$ cat src/rtl/mem_arbiter_if.sv
// Bus bundle for mem_arbiter: CPU port, secondary (DMA/loader) port and the
// single synchronous memory port. The slave modport is the arbiter's view;
// the master modport is the surrounding environment (requesters + memory).
interface mem_arbiter_if #(
  parameter int unsigned DATA_WIDTH = 16
);
  logic                  cpu_req;
  logic                  cpu_we;
  logic [DATA_WIDTH-1:0] cpu_addr;
  logic [DATA_WIDTH-1:0] cpu_wdata;
  logic [DATA_WIDTH-1:0] cpu_rdata;
  logic                  cpu_ack;

  logic                  dma_req;
  logic                  dma_we;
  logic [DATA_WIDTH-1:0] dma_addr;
  logic [DATA_WIDTH-1:0] dma_wdata;
  logic [DATA_WIDTH-1:0] dma_rdata;
  logic                  dma_ack;

  logic                  mem_ena;
  logic                  mem_wr_ena;
  logic [DATA_WIDTH-1:0] mem_addr;
  logic [DATA_WIDTH-1:0] mem_wdata;
  logic [DATA_WIDTH-1:0] mem_rdata;

  logic                  grant_dma;

  modport slave (
    input  cpu_req, cpu_we, cpu_addr, cpu_wdata,
    input  dma_req, dma_we, dma_addr, dma_wdata,
    input  mem_rdata,
    output cpu_rdata, cpu_ack, dma_rdata, dma_ack,
    output mem_ena, mem_wr_ena, mem_addr, mem_wdata,
    output grant_dma
  );

  modport master (
    output cpu_req, cpu_we, cpu_addr, cpu_wdata,
    output dma_req, dma_we, dma_addr, dma_wdata,
    output mem_rdata,
    input  cpu_rdata, cpu_ack, dma_rdata, dma_ack,
    input  mem_ena, mem_wr_ena, mem_addr, mem_wdata,
    input  grant_dma
  );
endinterface

$ cat src/rtl/mem_arbiter.sv
// mem_arbiter: two-master arbiter/sequencer for the SLC-3 synchronous memory
// port. CPU and a secondary master (DMA / program loader) compete for the
// port; the winner's request is latched in IDLE, issued to memory, the read
// latency is counted out and a one-cycle ack is returned to the winner.
//
// Optional build macro ARB_CPU_PRIORITY_EN: when defined, the CPU always wins
// ties (fixed priority, secondary may starve). When undefined, ties are
// resolved round-robin against the last granted master.
module mem_arbiter #(
  parameter int unsigned RD_LATENCY = 2,
  parameter int unsigned DATA_WIDTH = 16
) (
  input  logic          clk,
  input  logic          reset,
  mem_arbiter_if.slave  bus
);

  if (RD_LATENCY < 1 || RD_LATENCY > 7) begin : g_bad_latency
    $error("mem_arbiter: RD_LATENCY must be in 1..7");
  end

  localparam logic [2:0] WAIT_LAST = 3'(RD_LATENCY - 1);

  typedef enum logic [2:0] {
    S_IDLE,
    S_ISSUE,
    S_WAIT,
    S_CAPTURE,
    S_ACK
  } state_t;

  state_t                state_q;
  logic                  we_q;
  logic                  grant_dma_q;
  logic [2:0]            cnt_q;
  logic                  cpu_ack_q;
  logic                  dma_ack_q;
  logic [DATA_WIDTH-1:0] cpu_rdata_q;
  logic [DATA_WIDTH-1:0] dma_rdata_q;
  logic                  mem_ena_q;
  logic                  mem_wr_ena_q;
  logic [DATA_WIDTH-1:0] mem_addr_q;
  logic [DATA_WIDTH-1:0] mem_wdata_q;
`ifndef ARB_CPU_PRIORITY_EN
  logic                  last_dma_q;
`endif

  logic                  pick_dma_d;
  logic                  win_we_d;
  logic [DATA_WIDTH-1:0] win_addr_d;
  logic [DATA_WIDTH-1:0] win_wdata_d;

  // Select the winning master and its request fields for the IDLE sample
  always_comb begin
    pick_dma_d = 1'b0;
`ifdef ARB_CPU_PRIORITY_EN
    pick_dma_d = bus.dma_req && !bus.cpu_req;
`else
    if (bus.cpu_req && bus.dma_req) begin
      pick_dma_d = !last_dma_q;
    end else begin
      pick_dma_d = bus.dma_req;
    end
`endif
    win_we_d    = pick_dma_d ? bus.dma_we    : bus.cpu_we;
    win_addr_d  = pick_dma_d ? bus.dma_addr  : bus.cpu_addr;
    win_wdata_d = pick_dma_d ? bus.dma_wdata : bus.cpu_wdata;
  end

  // Transaction sequencer; all outputs are registered alongside the state
  always_ff @(posedge clk or posedge reset) begin
    if (reset) begin
      state_q      <= S_IDLE;
      we_q         <= 1'b0;
      grant_dma_q  <= 1'b0;
      cnt_q        <= '0;
      cpu_ack_q    <= 1'b0;
      dma_ack_q    <= 1'b0;
      cpu_rdata_q  <= '0;
      dma_rdata_q  <= '0;
      mem_ena_q    <= 1'b0;
      mem_wr_ena_q <= 1'b0;
      mem_addr_q   <= '0;
      mem_wdata_q  <= '0;
`ifndef ARB_CPU_PRIORITY_EN
      last_dma_q   <= 1'b1;
`endif
    end else begin
      cpu_ack_q <= 1'b0;
      dma_ack_q <= 1'b0;
      case (state_q)
        S_IDLE: begin
          if (bus.cpu_req || bus.dma_req) begin
            state_q      <= S_ISSUE;
            we_q         <= win_we_d;
            grant_dma_q  <= pick_dma_d;
`ifndef ARB_CPU_PRIORITY_EN
            last_dma_q   <= pick_dma_d;
`endif
            mem_ena_q    <= 1'b1;
            mem_wr_ena_q <= win_we_d;
            mem_addr_q   <= win_addr_d;
            // read data path never exposes the requester's write data
            if (win_we_d) begin
              mem_wdata_q <= win_wdata_d;
            end
          end
        end
        S_ISSUE: begin
          mem_wr_ena_q <= 1'b0;
          if (we_q) begin
            state_q   <= S_ACK;
            mem_ena_q <= 1'b0;
            cpu_ack_q <= !grant_dma_q;
            dma_ack_q <= grant_dma_q;
          end else if (RD_LATENCY == 1) begin
            state_q <= S_CAPTURE;
          end else begin
            state_q <= S_WAIT;
            cnt_q   <= 3'd1;
          end
        end
        S_WAIT: begin
          if (cnt_q == WAIT_LAST) begin
            state_q <= S_CAPTURE;
          end else begin
            cnt_q <= cnt_q + 3'd1;
          end
        end
        S_CAPTURE: begin
          state_q   <= S_ACK;
          mem_ena_q <= 1'b0;
          if (grant_dma_q) begin
            dma_rdata_q <= bus.mem_rdata;
            dma_ack_q   <= 1'b1;
          end else begin
            cpu_rdata_q <= bus.mem_rdata;
            cpu_ack_q   <= 1'b1;
          end
        end
        S_ACK: begin
          state_q     <= S_IDLE;
          grant_dma_q <= 1'b0;
          cnt_q       <= '0;
        end
        default: begin
          state_q <= S_IDLE;
        end
      endcase
    end
  end

  assign bus.cpu_ack    = cpu_ack_q;
  assign bus.dma_ack    = dma_ack_q;
  assign bus.cpu_rdata  = cpu_rdata_q;
  assign bus.dma_rdata  = dma_rdata_q;
  assign bus.mem_ena    = mem_ena_q;
  assign bus.mem_wr_ena = mem_wr_ena_q;
  assign bus.mem_addr   = mem_addr_q;
  assign bus.mem_wdata  = mem_wdata_q;
  assign bus.grant_dma  = grant_dma_q;

endmodule
$ cat src/flat_wrapper.sv
// flat-port wrapper written by rule: the top's interface ports become plain ports
module mem_arbiter_flat 
#(
  parameter int unsigned RD_LATENCY = 2,
  parameter int unsigned DATA_WIDTH = 16
)
  (clk, reset, bus_cpu_req, bus_cpu_we, bus_cpu_addr, bus_cpu_wdata, bus_dma_req, bus_dma_we, bus_dma_addr, bus_dma_wdata, bus_mem_rdata, bus_cpu_rdata, bus_cpu_ack, bus_dma_rdata, bus_dma_ack, bus_mem_ena, bus_mem_wr_ena, bus_mem_addr, bus_mem_wdata, bus_grant_dma);
  mem_arbiter_if #(.DATA_WIDTH(DATA_WIDTH)) bus_i ();
  input  logic clk;
  input  logic reset;
  input wire logic [$bits(bus_i.cpu_req)-1:0] bus_cpu_req;
  input wire logic [$bits(bus_i.cpu_we)-1:0] bus_cpu_we;
  input wire logic [$bits(bus_i.cpu_addr)-1:0] bus_cpu_addr;
  input wire logic [$bits(bus_i.cpu_wdata)-1:0] bus_cpu_wdata;
  input wire logic [$bits(bus_i.dma_req)-1:0] bus_dma_req;
  input wire logic [$bits(bus_i.dma_we)-1:0] bus_dma_we;
  input wire logic [$bits(bus_i.dma_addr)-1:0] bus_dma_addr;
  input wire logic [$bits(bus_i.dma_wdata)-1:0] bus_dma_wdata;
  input wire logic [$bits(bus_i.mem_rdata)-1:0] bus_mem_rdata;
  output wire logic [$bits(bus_i.cpu_rdata)-1:0] bus_cpu_rdata;
  output wire logic [$bits(bus_i.cpu_ack)-1:0] bus_cpu_ack;
  output wire logic [$bits(bus_i.dma_rdata)-1:0] bus_dma_rdata;
  output wire logic [$bits(bus_i.dma_ack)-1:0] bus_dma_ack;
  output wire logic [$bits(bus_i.mem_ena)-1:0] bus_mem_ena;
  output wire logic [$bits(bus_i.mem_wr_ena)-1:0] bus_mem_wr_ena;
  output wire logic [$bits(bus_i.mem_addr)-1:0] bus_mem_addr;
  output wire logic [$bits(bus_i.mem_wdata)-1:0] bus_mem_wdata;
  output wire logic [$bits(bus_i.grant_dma)-1:0] bus_grant_dma;
  assign bus_i.cpu_req = bus_cpu_req;
  assign bus_i.cpu_we = bus_cpu_we;
  assign bus_i.cpu_addr = bus_cpu_addr;
  assign bus_i.cpu_wdata = bus_cpu_wdata;
  assign bus_i.dma_req = bus_dma_req;
  assign bus_i.dma_we = bus_dma_we;
  assign bus_i.dma_addr = bus_dma_addr;
  assign bus_i.dma_wdata = bus_dma_wdata;
  assign bus_i.mem_rdata = bus_mem_rdata;
  assign bus_cpu_rdata = bus_i.cpu_rdata;
  assign bus_cpu_ack = bus_i.cpu_ack;
  assign bus_dma_rdata = bus_i.dma_rdata;
  assign bus_dma_ack = bus_i.dma_ack;
  assign bus_mem_ena = bus_i.mem_ena;
  assign bus_mem_wr_ena = bus_i.mem_wr_ena;
  assign bus_mem_addr = bus_i.mem_addr;
  assign bus_mem_wdata = bus_i.mem_wdata;
  assign bus_grant_dma = bus_i.grant_dma;
  mem_arbiter #(.RD_LATENCY(RD_LATENCY), .DATA_WIDTH(DATA_WIDTH)) u_core (.clk(clk), .reset(reset), .bus(bus_i));
endmodule
$ cat config.mk
export PLATFORM = sky130hd
export DESIGN_NAME = mem_arbiter_flat
export DESIGN_NICKNAME = d
export VERILOG_FILES = /design/src/rtl/mem_arbiter_if.sv /design/src/rtl/mem_arbiter.sv /design/src/flat_wrapper.sv
export SDC_FILE = /design/constraint.sdc
export NUM_CORES = 1
export LEC_CHECK = 0
export CORE_MARGIN = 10
export CORE_UTILIZATION = 25
export DETAILED_ROUTE_END_ITERATION = 8
export PLACE_DENSITY = 0.62
export SLEW_MARGIN = 30
export SYNTH_ARGS = -nofsm -noshare
export SYNTH_HDL_FRONTEND = slang
export SYNTH_SLANG_ARGS = --single-unit
$ cat constraint.sdc
create_clock -name clk -period 4.8 [get_ports clk]
set_input_delay 1.2 -clock clk [delete_from_list [all_inputs] [get_ports clk]]
set_output_delay 1.2 -clock clk [all_outputs]
set_load 0.01 [all_outputs]
==> impl_metrics.tcl <==
set metrics [dict create \
    yosysMostFrequentCell "dfrtp_1" \
    synth_edf_count 0 \
    reg2reg_to "u_core.bus.mem_wdata[11]" \
    synth_top_area_share_pct 56.7 \
    grtUsageMet1_pct 12.3 \
    syn_nets 349 \
    post_cts_buffers 0 \
    finalClockSkew_ns 0.00997 \
    slew_headroom_pct 39.5 \
    hpwl_mm 7.64 \
    cts_root_buf "clkbuf_16" \
    rsz0062_at_grt "false" \
    synthesis.area_um2 3360 \
    vdd_drop_max_v 0.000213 \
    outcome "finished clean" \
    die_y_um 136 \
    worstHoldStart "u_core.bus.mem_addr[3]" \
    gr-usage-all-layers_pct 11.0 \
    postCtsResizedCells 0 \
    cts_hold_buf 0 \
    critPathMaxStageDelay_ns 0.71 \
    crit_type "input port to flop" \
    cp_top_family "buffers and inverters" \
    n_antenna_cell 0 \
    fin_crit_sh_pct 68.8 \
    busiest_layer "met2" \
    grtUsageMet3_pct 4.32 \
    yosysWarnings 0 \
    gp_congestion 0.750 \
    hold_path_class "flop to flop" \
    crit_buf_inv 2 \
    synthTopCellsByArea "dfrtp_1 57%, mux2_2 11%, mux2i_1 4.8%, a2bb2oi_2 4.5%, o22ai_1 3.2%" \
    cts_tree "yes" \
    antenna_found_initial 0 \
    slowest_stage "nand2b_1" \
    drv_cap 0 \
    place_area_um2 5050 \
    ys_seq_area_share_pct 57.4 \
    cts-buffers-inserted 9 \
    register_area_um2 1930 \
    total_power_mw 3.45 \
    io_pins 155 \
    routed_wl_mm 10.2 \
    syn_area_per_cell_um2 12.9 \
    num_vias 2654 \
    drive_above_1_share_pct 16.7 \
    fin_crit_ns 3.30 \
    p_leak_nw 2.19 \
    power_density_nw_per_um2 641 \
    hold_viol 0 \
    ant_nets 0 \
    clockBufferDepth 2 \
    ys_types 38 \
    reg2regPathDepth 5 \
    first_global_vias 2858 \
    die-area_um2 18500 \
    async_flop_share_pct 100 \
    setup_viol 0 \
    clk_pin_slew_ns 0.06 \
    fillers 1282 \
    grt_max_degree 52 \
    critPathMaxFanout 19 \
    crit_required_ns 4.99 \
    synth_common_cells "76 x dfrtp_1, 32 x mux2_2, 21 x o21ai_0" \
    min_to "u_core.bus.mem_addr[3]" \
    grtUsageMet2_pct 18.2 \
    fmax_mhz 303 \
    core_um2 13200 \
    fin_setup_tns_ns 0 \
    insertion_delay_ns 0.33 \
    wl_per_cell_um 17.2 \
    viasPerCell 4.47 \
    r2r-start "u_core.last_dma_q" \
    drt_iter0_markers 66 \
    path_cells "clkdlybuf4s50_1 > a21boi_2 > buf_4 > nand2b_1 > a21oi_4 > a2bb2oi_1" \
    yosys_most_used_dff "dfrtp_1" \
    synthToLayoutAreaGrowth_pct 60.5 \
    rows 42 \
    multi_input_area_um2 1340 \
    worstSetupStartpointType "input port" \
    rrSetupSlack_ns 2.42 \
    fin_area_um2 5390 \
    drc 0 \
    arrival_ns 3.49 \
    worstMarginPinSlew_ns 0.904 \
    synth_seq_cells 77 \
    synth_area_leader_cell "dfrtp_1" \
    port_buffers 154 \
    cts.sinks 77 \
    netlist_instances 261 \
    die_w_um 136 \
    grt.overflow.total 0 \
    slew_violations 0 \
    layout.nets 501 \
    grt_pass1_wl_mm 16.0 \
    worstHoldPathCells 2 \
    dr.pass1.iters 4 \
    htreeDepth 3 \
    critPathCaptureType "flop" \
    initial_utilization_pct 25.5 \
]
-- worst max path at each step --
stage	startpoint	endpoint	slack (ns)	cells past startpoint
after global routing	bus_dma_req	u_core.bus.mem_wdata[14]	1.30	6
after global placement	bus_dma_req	u_core.bus.mem_wdata[14]	1.22	6
after floorplan	reset	u_core.bus.cpu_ack	1.63	1
final	bus_dma_req	u_core.bus.mem_wdata[11]	1.50	6
after detailed placement	bus_dma_req	u_core.bus.mem_wdata[10]	1.11	6
after CTS	bus_dma_req	u_core.bus.mem_wdata[11]	1.46	6
-- layout make-up --
type	count	area share (%)
Clock inverter	5	1.53
Sequential cell	77	35.8
Multi-Input combinational cell	165	24.8
Tap cell	176	4.09
Timing Repair Buffer	157	29.0
Clock buffer	11	4.51
Inverter	3	0.256
-- through the flow --
step	utilization [%]	hold slack [ns]	setup WS (ns)	std cells
floorplan	-	0.498	1.63	261
global placement	38.3	0.462	1.22	578
detailed placement	38.3	0.472	1.11	578
CTS	40.8	0.484	1.46	594
global route	40.8	0.512	1.30	594
finish	40.8	0.477	1.50	594
-- power by group --
group / internal [mW] / switching [mW]
clock network: 0.472 / 0.270
logic: 0.885 / 0.641
registers: 0.971 / 0.214
-- kinds of logic (layout without fill, tap and decap cells) --
| logic type | count (synthesis) | after routing | share of synthesized area [%] |
|---|---|---|---|
| buffers and inverters | 19 | 176 | 3.24 |
| AOI/OAI and AO/OA | 69 | 69 | 15.6 |
| muxes | 49 | 49 | 15.8 |
| DFF | 77 | 77 | 57.4 |
| and+or+nand+nor | 45 | 45 | 7.12 |
| adders and majority gates | 2 | 2 | 0.745 |
-- tightest hold or removal path, cell delays in order (launching register included) --
cell and delay (ns):
dfrtp_1 0.34, nand2_1 0.05, o21ai_0 0.06
-- layout by cell type, fill, tap and decap left out, types with 3 or more instances in the layout --
cell type,instances
clkdlybuf4s50_1,154
dfrtp_1,76
mux2_2,32
o21ai_0,21
nand2_1,17
o22ai_1,17
mux2i_1,16
nor2_1,10
a2bb2oi_2,10
clkbuf_16,9
a2bb2oi_1,6
nor3_1,4
a21oi_1,4
nand2b_1,3
a31oi_1,3
buf_4,3
-- per-layer routing --
metal | share of wire [%] | up-vias
met5 | 0 | -
met4 | 1.7 | 0
met3 | 9.0 | 8
met2 | 50 | 82
met1 | 39 | 1298
li1 | - | 1266
-- sequential cells by signal (all words and copies together) (netlist names) --
signal                 cells
u_core.bus.dma_rdata      16
u_core.last_dma_q          1
u_core.bus.mem_ena         1
u_core.bus.grant_dma       1
u_core.bus.mem_addr       16
u_core.bus.dma_ack         1
u_core.bus.cpu_rdata      16
u_core.state_q             3
u_core.bus.cpu_ack         1
u_core.cnt_q               3
u_core.bus.mem_wr_ena      1
u_core.bus.mem_wdata      16
u_core.we_q                1
(Power assumes the default switching activity.)
